**src/rtl/fixed_complex_utils.sv**
```systemverilog
// Shared fixed-point and sampler constants.
// TOTAL_BITS/FX_BITS describe the signed magnitude format (Q2.14 by default).
// The LFSR tap mask, its reset/zero-seed value and the sampler FSM encodings
// live here too, so every stage that uses them agrees on a single definition.
`ifndef FIXED_COMPLEX_UTILS_SV
`define FIXED_COMPLEX_UTILS_SV

`define TOTAL_BITS          16
`define FX_BITS             14

// x^16 + x^14 + x^13 + x^11 + 1 -> state bits 15, 13, 12, 10
`define LFSR16_TAPS         16'hB400
`define LFSR16_SEED_DEFAULT 16'hACE1

`define QSS_ST_IDLE         2'd0
`define QSS_ST_LOAD         2'd1
`define QSS_ST_DRAW         2'd2
`define QSS_ST_DONE         2'd3

`endif

```
**src/rtl/qft_shot_sampler_pkg.sv**
```systemverilog
// Package for the shot sampler: widths derived from the shared fixed-point
// defines, the FSM state type and the LFSR next-state helper.
`include "fixed_complex_utils.sv"

package qft_shot_sampler_pkg;

    localparam int TOTAL_BITS = `TOTAL_BITS;
    localparam int NUM_BASIS  = 4;
    // Four clamped non-negative magnitudes summed need two extra bits.
    localparam int CUM_W      = `TOTAL_BITS + 2;
    localparam int LFSR_W     = 16;
    localparam int PROD_W     = LFSR_W + CUM_W;

    localparam logic [15:0] LFSR_TAPS         = `LFSR16_TAPS;
    localparam logic [15:0] LFSR_SEED_DEFAULT = `LFSR16_SEED_DEFAULT;

    typedef enum logic [1:0] {
        ST_IDLE = `QSS_ST_IDLE,
        ST_LOAD = `QSS_ST_LOAD,
        ST_DRAW = `QSS_ST_DRAW,
        ST_DONE = `QSS_ST_DONE
    } state_t;

    // Fibonacci step: shift left, feedback is the XOR of the tapped bits.
    function automatic logic [15:0] lfsr16_next(input logic [15:0] q);
        return {q[14:0], ^(q & LFSR_TAPS)};
    endfunction

endpackage

```
**src/rtl/qft_shot_sampler_if.sv**
```systemverilog
// Bundle of the sampler's control, data and result signals.
//   master : the requester (drives start/num_shots/mag_sq_in/seed_load/seed)
//   slave  : the sampler (drives busy/sample_valid/sample_out/done/err_zero/hist_out)
// mag_sq_in and hist_out carry basis |00> in the MSB field and |11> in the LSB field.
interface qft_shot_sampler_if
    import qft_shot_sampler_pkg::*;
#(
    parameter int SHOT_W = 16
);
    logic                          start;
    logic [SHOT_W-1:0]             num_shots;
    logic [NUM_BASIS*TOTAL_BITS-1:0] mag_sq_in;
    logic                          seed_load;
    logic [15:0]                   seed;
    logic                          busy;
    logic                          sample_valid;
    logic [1:0]                    sample_out;
    logic                          done;
    logic                          err_zero;
    logic [NUM_BASIS*SHOT_W-1:0]   hist_out;

    modport master (
        output start, num_shots, mag_sq_in, seed_load, seed,
        input  busy, sample_valid, sample_out, done, err_zero, hist_out
    );

    modport slave (
        input  start, num_shots, mag_sq_in, seed_load, seed,
        output busy, sample_valid, sample_out, done, err_zero, hist_out
    );
endinterface

```
**src/rtl/qft_shot_sampler_lfsr16.sv**
```systemverilog
// lfsr16: 16-bit Fibonacci LFSR used as the sampler's random source.
// Ports:
//   clk   : clock
//   rst_n : asynchronous active-low reset, loads SEED_DEFAULT
//   load  : load seed (a zero seed loads SEED_DEFAULT so the state is never 0)
//   seed  : seed value
//   en    : advance one step
//   q     : current state
module lfsr16
    import qft_shot_sampler_pkg::*;
#(
    parameter logic [15:0] SEED_DEFAULT = LFSR_SEED_DEFAULT
)(
    input  logic        clk,
    input  logic        rst_n,
    input  logic        load,
    input  logic [15:0] seed,
    input  logic        en,
    output logic [15:0] q
);

    logic [15:0] r_q;

    always_ff @(posedge clk or negedge rst_n) begin
        if (!rst_n) begin
            r_q <= SEED_DEFAULT;
        end else if (load) begin
            r_q <= (seed == 16'd0) ? SEED_DEFAULT : seed;
        end else if (en) begin
            r_q <= lfsr16_next(r_q);
        end
    end

    assign q = r_q;

endmodule

```
**src/rtl/qft_shot_sampler.sv**
```systemverilog
// qft_shot_sampler: draws measurement shots from a 4-entry probability
// distribution (magnitude-squared values of a 2-qubit state) and builds a
// per-basis histogram.  One shot per cycle, no stalls.
// Ports:
//   clk   : clock, all state updates on its rising edge
//   rst_n : asynchronous active-low reset
//   bus   : qft_shot_sampler_if.slave
//           start/num_shots/mag_sq_in : run request, latched when accepted in IDLE
//           seed_load/seed            : reseed the LFSR (IDLE only)
//           busy                      : high in LOAD, DRAW and DONE
//           sample_valid/sample_out   : one drawn basis index per valid cycle
//           done                      : one-cycle end-of-run pulse
//           err_zero                  : latched distribution summed to zero
//           hist_out                  : per-basis counts, held after done
// The interface instance must be built with the same SHOT_W as this module.
module qft_shot_sampler
    import qft_shot_sampler_pkg::*;
#(
    parameter int          SHOT_W       = 16,
    parameter logic [15:0] SEED_DEFAULT = LFSR_SEED_DEFAULT
)(
    input  logic               clk,
    input  logic               rst_n,
    qft_shot_sampler_if.slave  bus
);

    state_t                r_state;
    logic [TOTAL_BITS-1:0] r_mag [NUM_BASIS];
    logic [SHOT_W-1:0]     r_num_shots;   // counts down the shots still to draw
    logic [SHOT_W-1:0]     r_hist [NUM_BASIS];
    logic                  r_busy;
    logic                  r_sample_valid;
    logic [1:0]            r_sample_out;
    logic                  r_done;
    logic                  r_err_zero;

    logic [TOTAL_BITS-1:0] w_mag_clamped [NUM_BASIS];
    logic [CUM_W-1:0]      w_cum0;
    logic [CUM_W-1:0]      w_cum1;
    logic [CUM_W-1:0]      w_cum2;
    logic [CUM_W-1:0]      w_cum3;
    logic [15:0]           w_lfsr_q;
    logic                  w_lfsr_load;
    logic                  w_lfsr_en;
    logic [PROD_W-1:0]     w_prod;
    logic [CUM_W-1:0]      w_r;
    logic [1:0]            w_idx;

    // Magnitudes are signed; a negative value carries no probability mass.
    // hist_out keeps the same MSB-first field order as mag_sq_in.
    genvar gi;
    generate
        for (gi = 0; gi < NUM_BASIS; gi++) begin : g_basis
            assign w_mag_clamped[gi] = r_mag[gi][TOTAL_BITS-1] ? '0 : r_mag[gi];
            assign bus.hist_out[(NUM_BASIS-1-gi)*SHOT_W +: SHOT_W] = r_hist[gi];
        end
    endgenerate

    assign w_cum0 = CUM_W'(w_mag_clamped[0]);
    assign w_cum1 = w_cum0 + CUM_W'(w_mag_clamped[1]);
    assign w_cum2 = w_cum1 + CUM_W'(w_mag_clamped[2]);
    assign w_cum3 = w_cum2 + CUM_W'(w_mag_clamped[3]);

    // Scale the 16-bit random value into [0, total): r = (lfsr * total) >> 16.
    // Since lfsr < 2^16, r < total = c3 always, so index 3 is the fallback.
    assign w_prod = PROD_W'(w_lfsr_q) * PROD_W'(w_cum3);
    assign w_r    = CUM_W'(w_prod >> LFSR_W);

    always_comb begin
        w_idx = 2'd3;
        if (w_r < w_cum0) begin
            w_idx = 2'd0;
        end else if (w_r < w_cum1) begin
            w_idx = 2'd1;
        end else if (w_r < w_cum2) begin
            w_idx = 2'd2;
        end
    end

    assign w_lfsr_load = bus.seed_load && (r_state == ST_IDLE);
    assign w_lfsr_en   = (r_state == ST_DRAW);

    lfsr16 #(
        .SEED_DEFAULT (SEED_DEFAULT)
    ) u_lfsr (
        .clk   (clk),
        .rst_n (rst_n),
        .load  (w_lfsr_load),
        .seed  (bus.seed),
        .en    (w_lfsr_en),
        .q     (w_lfsr_q)
    );

    always_ff @(posedge clk or negedge rst_n) begin
        if (!rst_n) begin
            r_state        <= ST_IDLE;
            r_num_shots    <= '0;
            r_busy         <= 1'b0;
            r_sample_valid <= 1'b0;
            r_sample_out   <= 2'd0;
            r_done         <= 1'b0;
            r_err_zero     <= 1'b0;
            for (int i = 0; i < NUM_BASIS; i++) begin
                r_mag[i]  <= '0;
                r_hist[i] <= '0;
            end
        end else begin
            r_done         <= 1'b0;
            r_sample_valid <= 1'b0;
            case (r_state)
                ST_IDLE: begin
                    if (bus.start) begin
                        r_state     <= ST_LOAD;
                        r_busy      <= 1'b1;
                        r_err_zero  <= 1'b0;
                        r_num_shots <= bus.num_shots;
                        for (int i = 0; i < NUM_BASIS; i++) begin
                            r_mag[i]  <= bus.mag_sq_in[(NUM_BASIS-1-i)*TOTAL_BITS +: TOTAL_BITS];
                            r_hist[i] <= '0;
                        end
                    end
                end
                ST_LOAD: begin
                    if (w_cum3 == '0) begin
                        r_err_zero <= 1'b1;
                    end
                    if ((r_num_shots != '0) && (w_cum3 != '0)) begin
                        r_state <= ST_DRAW;
                    end else begin
                        r_state <= ST_DONE;
                    end
                end
                ST_DRAW: begin
                    r_sample_valid <= 1'b1;
                    r_sample_out   <= w_idx;
                    r_hist[w_idx]  <= r_hist[w_idx] + SHOT_W'(1);
                    r_num_shots    <= r_num_shots - SHOT_W'(1);
                    if (r_num_shots == SHOT_W'(1)) begin
                        r_state <= ST_DONE;
                    end
                end
                ST_DONE: begin
                    // done is registered here so it lands one cycle after the
                    // last sample, while start is still ignored in this cycle.
                    r_state <= ST_IDLE;
                    r_busy  <= 1'b0;
                    r_done  <= 1'b1;
                end
                default: begin
                    r_state <= ST_IDLE;
                end
            endcase
        end
    end

    assign bus.busy         = r_busy;
    assign bus.sample_valid = r_sample_valid;
    assign bus.sample_out   = r_sample_out;
    assign bus.done         = r_done;
    assign bus.err_zero     = r_err_zero;

endmodule
```
**src/flat_wrapper.sv**
```systemverilog
// flat-port wrapper written by rule: the top's interface ports become plain ports
module qft_shot_sampler_flat import qft_shot_sampler_pkg::*;
#(
    parameter int          SHOT_W       = 16,
    parameter logic [15:0] SEED_DEFAULT = LFSR_SEED_DEFAULT
)
  (clk, rst_n, bus_start, bus_num_shots, bus_mag_sq_in, bus_seed_load, bus_seed, bus_busy, bus_sample_valid, bus_sample_out, bus_done, bus_err_zero, bus_hist_out);
  qft_shot_sampler_if #(.SHOT_W(SHOT_W)) bus_i ();
  input  logic clk;
  input  logic rst_n;
  input wire logic [$bits(bus_i.start)-1:0] bus_start;
  input wire logic [$bits(bus_i.num_shots)-1:0] bus_num_shots;
  input wire logic [$bits(bus_i.mag_sq_in)-1:0] bus_mag_sq_in;
  input wire logic [$bits(bus_i.seed_load)-1:0] bus_seed_load;
  input wire logic [$bits(bus_i.seed)-1:0] bus_seed;
  output wire logic [$bits(bus_i.busy)-1:0] bus_busy;
  output wire logic [$bits(bus_i.sample_valid)-1:0] bus_sample_valid;
  output wire logic [$bits(bus_i.sample_out)-1:0] bus_sample_out;
  output wire logic [$bits(bus_i.done)-1:0] bus_done;
  output wire logic [$bits(bus_i.err_zero)-1:0] bus_err_zero;
  output wire logic [$bits(bus_i.hist_out)-1:0] bus_hist_out;
  assign bus_i.start = bus_start;
  assign bus_i.num_shots = bus_num_shots;
  assign bus_i.mag_sq_in = bus_mag_sq_in;
  assign bus_i.seed_load = bus_seed_load;
  assign bus_i.seed = bus_seed;
  assign bus_busy = bus_i.busy;
  assign bus_sample_valid = bus_i.sample_valid;
  assign bus_sample_out = bus_i.sample_out;
  assign bus_done = bus_i.done;
  assign bus_err_zero = bus_i.err_zero;
  assign bus_hist_out = bus_i.hist_out;
  qft_shot_sampler #(.SHOT_W(SHOT_W), .SEED_DEFAULT(SEED_DEFAULT)) u_core (.clk(clk), .rst_n(rst_n), .bus(bus_i));
endmodule
```
**config.mk**
```make
export PLATFORM = sky130hd
export DESIGN_NAME = qft_shot_sampler_flat
export DESIGN_NICKNAME = d
export VERILOG_FILES = /design/src/rtl/qft_shot_sampler_pkg.sv /design/src/rtl/qft_shot_sampler_if.sv /design/src/rtl/qft_shot_sampler_lfsr16.sv /design/src/rtl/qft_shot_sampler.sv /design/src/flat_wrapper.sv
export VERILOG_INCLUDE_DIRS = /design/src /design/src/rtl
export SDC_FILE = /design/constraint.sdc
export NUM_CORES = 1
export LEC_CHECK = 0
export CAP_MARGIN = 20
export CORE_ASPECT_RATIO = 1.4
export CORE_MARGIN = 2
export CORE_UTILIZATION = 45
export CTS_CLUSTER_SIZE = 16
export DETAILED_ROUTE_END_ITERATION = 16
export DONT_BUFFER_PORTS = 1
export PLACE_DENSITY_LB_ADDON = 0.25
export SLEW_MARGIN = 20
export SYNTH_ARGS = -nofsm -noshare
export SYNTH_HDL_FRONTEND = slang
export SYNTH_SLANG_ARGS = --single-unit
```
**constraint.sdc**
```tcl
create_clock -name clk -period 20.3 [get_ports clk]
set_input_delay 3.045 -clock clk [delete_from_list [all_inputs] [get_ports clk]]
set_output_delay 3.045 -clock clk [all_outputs]
set_load 0.05 [all_outputs]
```
Word level (Yosys, flattened, before mapping)
Cells that the tools add are included.
{"block": "totals", "ff_bits": 168, "latchBits": 0, "ramBits": 0, "rom_bits": 0, "in_bits": 100, "out_inout_bits": 70, "word_cells": 84, "mem_count": 0}
{"block": "op_classes", "n_addsub": 5, "mul": 1, "n_div": 0, "magnitude_cmp": 5, "eq_ne": 7, "n_shift": 0, "muxes": 31, "bitwise_logic": 1, "n_reduce_logical": 18}
{"cell": "$pmux W64 S2", "n": 1}
{"cell": "$mux W16", "n": 7}
{"cell": "$bwmux W64", "n": 1}
{"cell": "$mux W64", "n": 1}
{"cell": "$mux W15", "n": 4}
{"cell": "$add A18 B16 Y18", "n": 2}
{"cell": "$lt A18 B18 Y1", "n": 2}
{"cell": "$mul A16 B18 Y34", "n": 1}
{"cell": "$bmux W16 S2", "n": 1}
{"cell": "$demux W16 S2", "n": 1}
{"cell": "$pmux W16 S2", "n": 1}
{"cell": "$logic_not A18 Y1", "n": 1}
{"cell": "$lt A18 B16 Y1", "n": 1}
{"cell": "$reduce_bool A18 Y1", "n": 1}
{"cell": "$add A16 B16 Y17", "n": 1}
{"cell": "$add A16 B1 Y16 const B", "n": 1}
{"cell": "$eq A16 B1 Y1 const B", "n": 1}
{"cell": "$logic_not A16 Y1", "n": 1}
{"cell": "$reduce_bool A16 Y1", "n": 1}
{"cell": "$reduce_xor A16 Y1", "n": 1}
{"cell": "$sub A16 B1 Y16 const B", "n": 1}
{"cell": "$mux W2", "n": 4}
{"cell": "$pmux W2 S4", "n": 1}
{"cell": "$reduce_and A2 Y1", "n": 4}
{"cell": "13 further kinds", "n": 27}

Depth between registers and ports, before layout
{"block": "logic_depth", "depth_word": 16, "ltp_mapped": 71, "ltp_nobuf": 68}

Cells and area by module
A second synthesis with hierarchy kept.
{"block": "unflattened", "cells_unflattened": 2355, "hier_area_um2": 21130.3}
{"mod": "qft_shot_sampler", "instances": 1, "cells_each": 2284, "area_each_um2": 20283.2, "seq_area_each_um2": 3803.6}
{"mod": "lfsr16", "instances": 1, "cells_each": 71, "area_each_um2": 847.1, "seq_area_each_um2": 410.4}

Least setup slack after synthesis
Ideal clock, no wire load.
{"block": "synth_timing", "path_type": "reg-to-reg", "startpoint": "register u_core.r_mag[47] (netlist bit)", "endpoint": "register u_core.r_hist, in the netlist u_core.bus.hist_out[62]", "setup_time_ns": 0.070, "t_arrival_ns": 14.706, "required_ns": 20.230, "setup_slack_ns": 5.524, "path_stages_with_launch": 69, "path_buffers": 5, "synth_period_minus_slack_ns": 14.776, "path_cell_list": "dfrtp_1 clkbuf_1 nor2b_1 fa_1 a21o_1 a21oi_1 o21bai_1 a21oi_1 o21bai_1 a21oi_1 o21bai_1 a21oi_1 xnor2_1 ha_1 or3_1 a211oi_1 nor3_1 xor2_1 [... 33 more ...] and3_1 nand3_1 nor2_1 nand2_1 inv_1 nor4bb_1 or4_4 nor4_4 buf_6 buf_2 clkbuf_1 nand2_1 o21ai_0 ha_1 o2111ai_1 or3_1 or4_1 nand3_1"}
{"block": "synth_between", "elab_chain_len": 16, "word_cells_on_any_way": 23, "classes_between": "4 x add/sub; 1 x mul; 5 x order compare; 11 x mux; 1 x bitwise; 1 x reduce/logical"}
{"element": "start: declaration", "line": "qft_shot_sampler.sv:28", "rtl": "logic [TOTAL_BITS-1:0] r_mag [NUM_BASIS];"}
{"element": "start signal: indexed assignment", "line": "qft_shot_sampler.sv:118", "rtl": "r_mag[i] <= bus.mag_sq_in[(NUM_BASIS-1-i)*TOTAL_BITS +: TOTAL_BITS];"}
{"element": "$mux W15 *", "line": "qft_shot_sampler.sv:54", "rtl": "assign w_mag_clamped[gi] = r_mag[gi][TOTAL_BITS-1] ? '0 : r_mag[gi];"}
{"element": "$add A16 B16 Y17 *", "line": "qft_shot_sampler.sv:60", "rtl": "assign w_cum1 = w_cum0 + CUM_W'(w_mag_clamped[1]);"}
{"element": "$add A18 B16 Y18", "line": "qft_shot_sampler.sv:61", "rtl": "assign w_cum2 = w_cum1 + CUM_W'(w_mag_clamped[2]);"}
{"element": "$add A18 B16 Y18", "line": "qft_shot_sampler.sv:62", "rtl": "assign w_cum3 = w_cum2 + CUM_W'(w_mag_clamped[3]);"}
{"element": "$mul A16 B18 Y34", "line": "qft_shot_sampler.sv:66", "rtl": "assign w_prod = PROD_W'(w_lfsr_q) * PROD_W'(w_cum3);"}
{"element": "$lt A18 B18 Y1", "line": "qft_shot_sampler.sv:75", "rtl": "end else if (w_r < w_cum2) begin"}
{"element": "$mux W1", "line": "qft_shot_sampler.sv:75"}
{"element": "$mux W2", "line": "qft_shot_sampler.sv:73", "rtl": "end else if (w_r < w_cum1) begin"}
{"element": "$mux W2 *", "line": "qft_shot_sampler.sv:71", "rtl": "if (w_r < w_cum0) begin"}
{"element": "$not A2 Y3 (not written as such) *", "line": "qft_shot_sampler.sv:136", "rtl": "r_hist[w_idx] <= r_hist[w_idx] + SHOT_W'(1);"}
{"element": "$bmux W16 S2 (tied with other cells)", "line": "qft_shot_sampler.sv:136"}
{"element": "$mux W16 (not written as such) / $logic_and A1 B1 Y1 (equally long branches)", "line": "qft_shot_sampler.sv:136"}
{"element": "$mux W16 (not written as such)", "line": "qft_shot_sampler.sv:136"}
{"element": "$add A16 B1 Y16 / $demux W16 S2 (equally long branches)", "line": "qft_shot_sampler.sv:136"}
{"element": "$bwmux W64 *", "line": "qft_shot_sampler.sv:136"}
{"element": "$pmux W64 S2 *", "line": "qft_shot_sampler.sv:110", "rtl": "case (r_state)"}
{"element": "end signal: indexed assignment", "line": "qft_shot_sampler.sv:136"}
{"element": "end: declaration", "line": "qft_shot_sampler.sv:30", "rtl": "logic [SHOT_W-1:0] r_hist [NUM_BASIS];"}
Every way passes the cells marked *; elsewhere a longest branch is shown, timed or not. The select of a mux whose other input is x is not followed.
A chain may end at the register's enable or synchronous reset.

Final worst setup path
Ends and elaborated chain as after synthesis.

==> metrics.md <==
| Metric | Value |
|---|---|
| CP arrival | 16.88 ns |
| Tightest Pin Transition | 1.05 ns |
| Antenna violations before repair | 0 |
| FMAX | 0.0607 GHz |
| Crit path max fanout | 18 |
| Largest stage delay, worst path | 0.65 ns |
| Setup TNS | 0 ns |
| Clock Latency Late Sink | 0.47 ns |
| DR vias | 16,700 |
| Routability cong. | 0.941 |
| HPWL after detailed placement | 45,400 um |
| Pre-antenna DRT Iters | 5 |
| Largest net degree at the start of global routing | 169 |
| Number of flops mapped to enable cells by yosys | 0 |
| Die height | 260 um |
| Worst path slowest cell | a2bb2oi_1 |
| Async SR Flop Fraction | 100% |
| Root buffer cell | clkbuf_16 |
| Fin crit period | 16.48 ns |
| Mapped cell area | 21,000 um2 |
| WL/cell | 20.1 um |
| Sequential area share after synthesis | 20.0% |
| Synth unique cells | 92 |
| IO Count | 170 |
| CTS sink cnt | 168 |
| Worst slew margin | 29.9% |
| Layout cells sized above 1 | 7.91% |
| Crit path kind | reg -> reg |
| Chip width | 187 um |
| RSZ-0062 raised after global routing | false |
| Vias in the first global route | 17,900 |
| Antenna cells | 0 |
| GRT Resource Usage Total | 24.9% |
| Clk_skew | 0.0152 ns |
| Crit path capture type | register |
| Syn_nets | 2,860 |
| Max_cap viols | 0 |
| TritonCTS clock tree | done |
| Global-route wire length before repair | 95,400 um |
| Yosys warns | 0 |
| Final WL | 58,500 um |
| CTS H-Tree Depth | 4 |
| Postcts setup bufs | 0 |
| Routed Antenna Nets | 0 |
| IO buf count | 0 |
| Top cell by count, worst path | a21oi_1 |
| Final Hold Fails | 0 |
| Core ar. | 46,100 um2 |
| DR vias/cell | 5.74 |
| Synth top area share | 21.3% |
| CTS Hold Buffers Added | 0 |
| Status | complete, no violations |
| Post-Syn Instances | 2,333 |
| Initial core utilization | 45.6% |
| Worst Setup Start Kind | register |
| Synth Register Bits | 168 |
| Num CTS Buffers | 17 |
| Die Area | 48,500 um2 |
| Top FF cell, synth | dfrtp_1 |
| HP Class | reg -> reg |
| Post-Syn Area per Cell | 9.01 um2 |
| Ranking of synthesized cells by area | fa_1 21%, dfrtp_1 19%, ha_1 12% |
| Final setup violation count | 0 |
| Row count | 93 |
| Final net count | 2,802 |
| Reg clk slew, reported paths | 0.07 ns |
| Worst path required time | 20.70 ns |
| Area Overhead vs Synth | 5.86% |
| Slew Limit Fails | 0 |
| PostCTS Resize Cnt | 0 |
| Period Utilization, post-route | 81.2% |
| Drt initial violations | 916 |
| DRC viols | 0 |
| Largest area contributor in the netlist | fa_1 |
| GRT Residual Overflow | 0 |
| Bufs on Longest Clock Path | 2 |
## registers in the layout, summed over array words and instances, names as in the netlist
register / cells
u_core.bus.busy: 1
u_core.bus.done: 1
u_core.bus.err_zero: 1
u_core.bus.hist_out: 64
u_core.bus.sample_out: 2
u_core.bus.sample_valid: 1
u_core.r_mag: 64
u_core.r_num_shots: 16
u_core.r_state: 2
u_core.u_lfsr.q: 16
## synthesized netlist by cell type (9+ instances only)
cell / instances
inv_1: 353
nand2_1: 255
fa_1: 224
ha_1: 203
dfrtp_1: 160
and2_1: 118
a21oi_1: 100
clkbuf_1: 88
nor2_1: 88
mux2_2: 73
o21ai_0: 64
nor2b_1: 62
xnor2_1: 50
nand3_1: 36
a22o_1: 32
nor3_1: 32
a21o_1: 31
mux2i_1: 31
nand2b_1: 29
nor4_1: 23
o31ai_1: 16
a211oi_1: 14
nand4_1: 14
xor2_1: 13
o21a_1: 12
o22ai_1: 12
or3_1: 12
a31oi_1: 11
o211ai_1: 11
and3_1: 10
o2111ai_1: 9
## metal layers
metal | wire length [um] | part of all wire [%] | global-route usage [%]
met5 | 0 | 0 | 0
met4 | 2600 | 4.4 | 11.7
met3 | 3190 | 5.5 | 4.30
met2 | 31000 | 53 | 46.5
met1 | 21800 | 37 | 27.5
## critical path, delay by kind of cell (launching register included)
family / cells / cell delay [ns]
adder cells (fa/ha/maj): 13 / 5.39
AO/OA/AOI/OAI: 24 / 5.25
AND/OR/NAND/NOR: 14 / 3.86
buffers and inverters: 6 / 0.78
flip-flops: 1 / 0.63
XOR/XNOR: 2 / 0.31
multiplexers: 2 / 0.19
## layout make-up
type | count | area [um2]
clock buffers | 17 | 425
clock inverters | 15 | 185
fillers | 4449 | 23800
inverters | 355 | 1330
multi-input cells | 1707 | 15100
flip-flops and latches | 168 | 4210
well taps | 617 | 772
repair buffers | 26 | 195
## metrics by stage
step	setup slack, ns	std cells	utilization, %	instance area [um2]	hold slack, ns
2_1_floorplan	5.52	2333	-	21000	0.450
3_3_place_gp	4.37	2873	47.0	21600	0.466
3_5_place_dp	4.08	2873	47.0	21600	0.481
4_1_cts	4.00	2905	48.3	22200	0.498
5_1_grt	2.88	2905	48.3	22300	0.514
6_report	3.82	2905	48.3	22300	0.495
## kinds of logic (layout without fill, tap and decap cells)
kind of cell    count (synthesis)  count (layout)  share of synthesized area (%)
simple gates                  715             715                           17.2
buf+inv                       458             413                           8.31
fa+ha+maj                     427             427                           33.4
compound gates                397             397                           12.9
flops                         168             168                           20.0
mux                           105             105                           5.44
xor+xnor                       63              63                           2.62
## placed cells by master (no fill, tap or decap), types with 6 or more instances in the layout
master     synthesis  routed
and3_1            10      10
or4_1              6       6
a21oi_1          100     100
ha_1             203     202
nand2_1          255     254
o2111ai_1          9       9
a31oi_1           11      11
nor3_1            32      30
o211ai_1          11      11
xnor2_1           50      48
clkinv_8           0       7
mux2i_1           31      31
and2_1           118     118
dfstp_2            8       8
clkbuf_16          0      17
nand4_1           14      14
nand2b_1          29      29
a21o_1            31      31
fa_1             224     224
o21a_1            12      12
a22o_1            32      32
nor4_1            23      23
nor2b_1           62      62
xor2_1            13      10
buf_4              3      26
o21ai_1            8       7
or2_2              7       7
o22ai_1           12      12
nor2_1            88      88
o21bai_1           8       8
mux2_2            73      73
dfrtp_1          160     160
or3_1             12      12
nand3_1           36      36
inv_1            353     353
o31ai_1           16      16
a211oi_1          14      14
o21ai_0           64      64
## final timing paths
check	slack, ns	depth (start not counted)	startpoint	end
min reg2reg	0.49	2	u_core.r_num_shots[1]	u_core.r_num_shots[1]
max in group asynchronous	17.76	0	rst_n	u_core.r_mag[0]
max reg2reg	3.82	61	u_core.r_mag[47]	u_core.bus.hist_out[62]
max	3.82	61	u_core.r_mag[47]	u_core.bus.hist_out[62]
min	0.49	2	u_core.r_num_shots[1]	u_core.r_num_shots[1]
min in group asynchronous	2.27	0	rst_n	u_core.bus.hist_out[17]
Power is not shown: default switching activity piles up to over one toggle a cycle in this logic, so the estimate is an artifact.
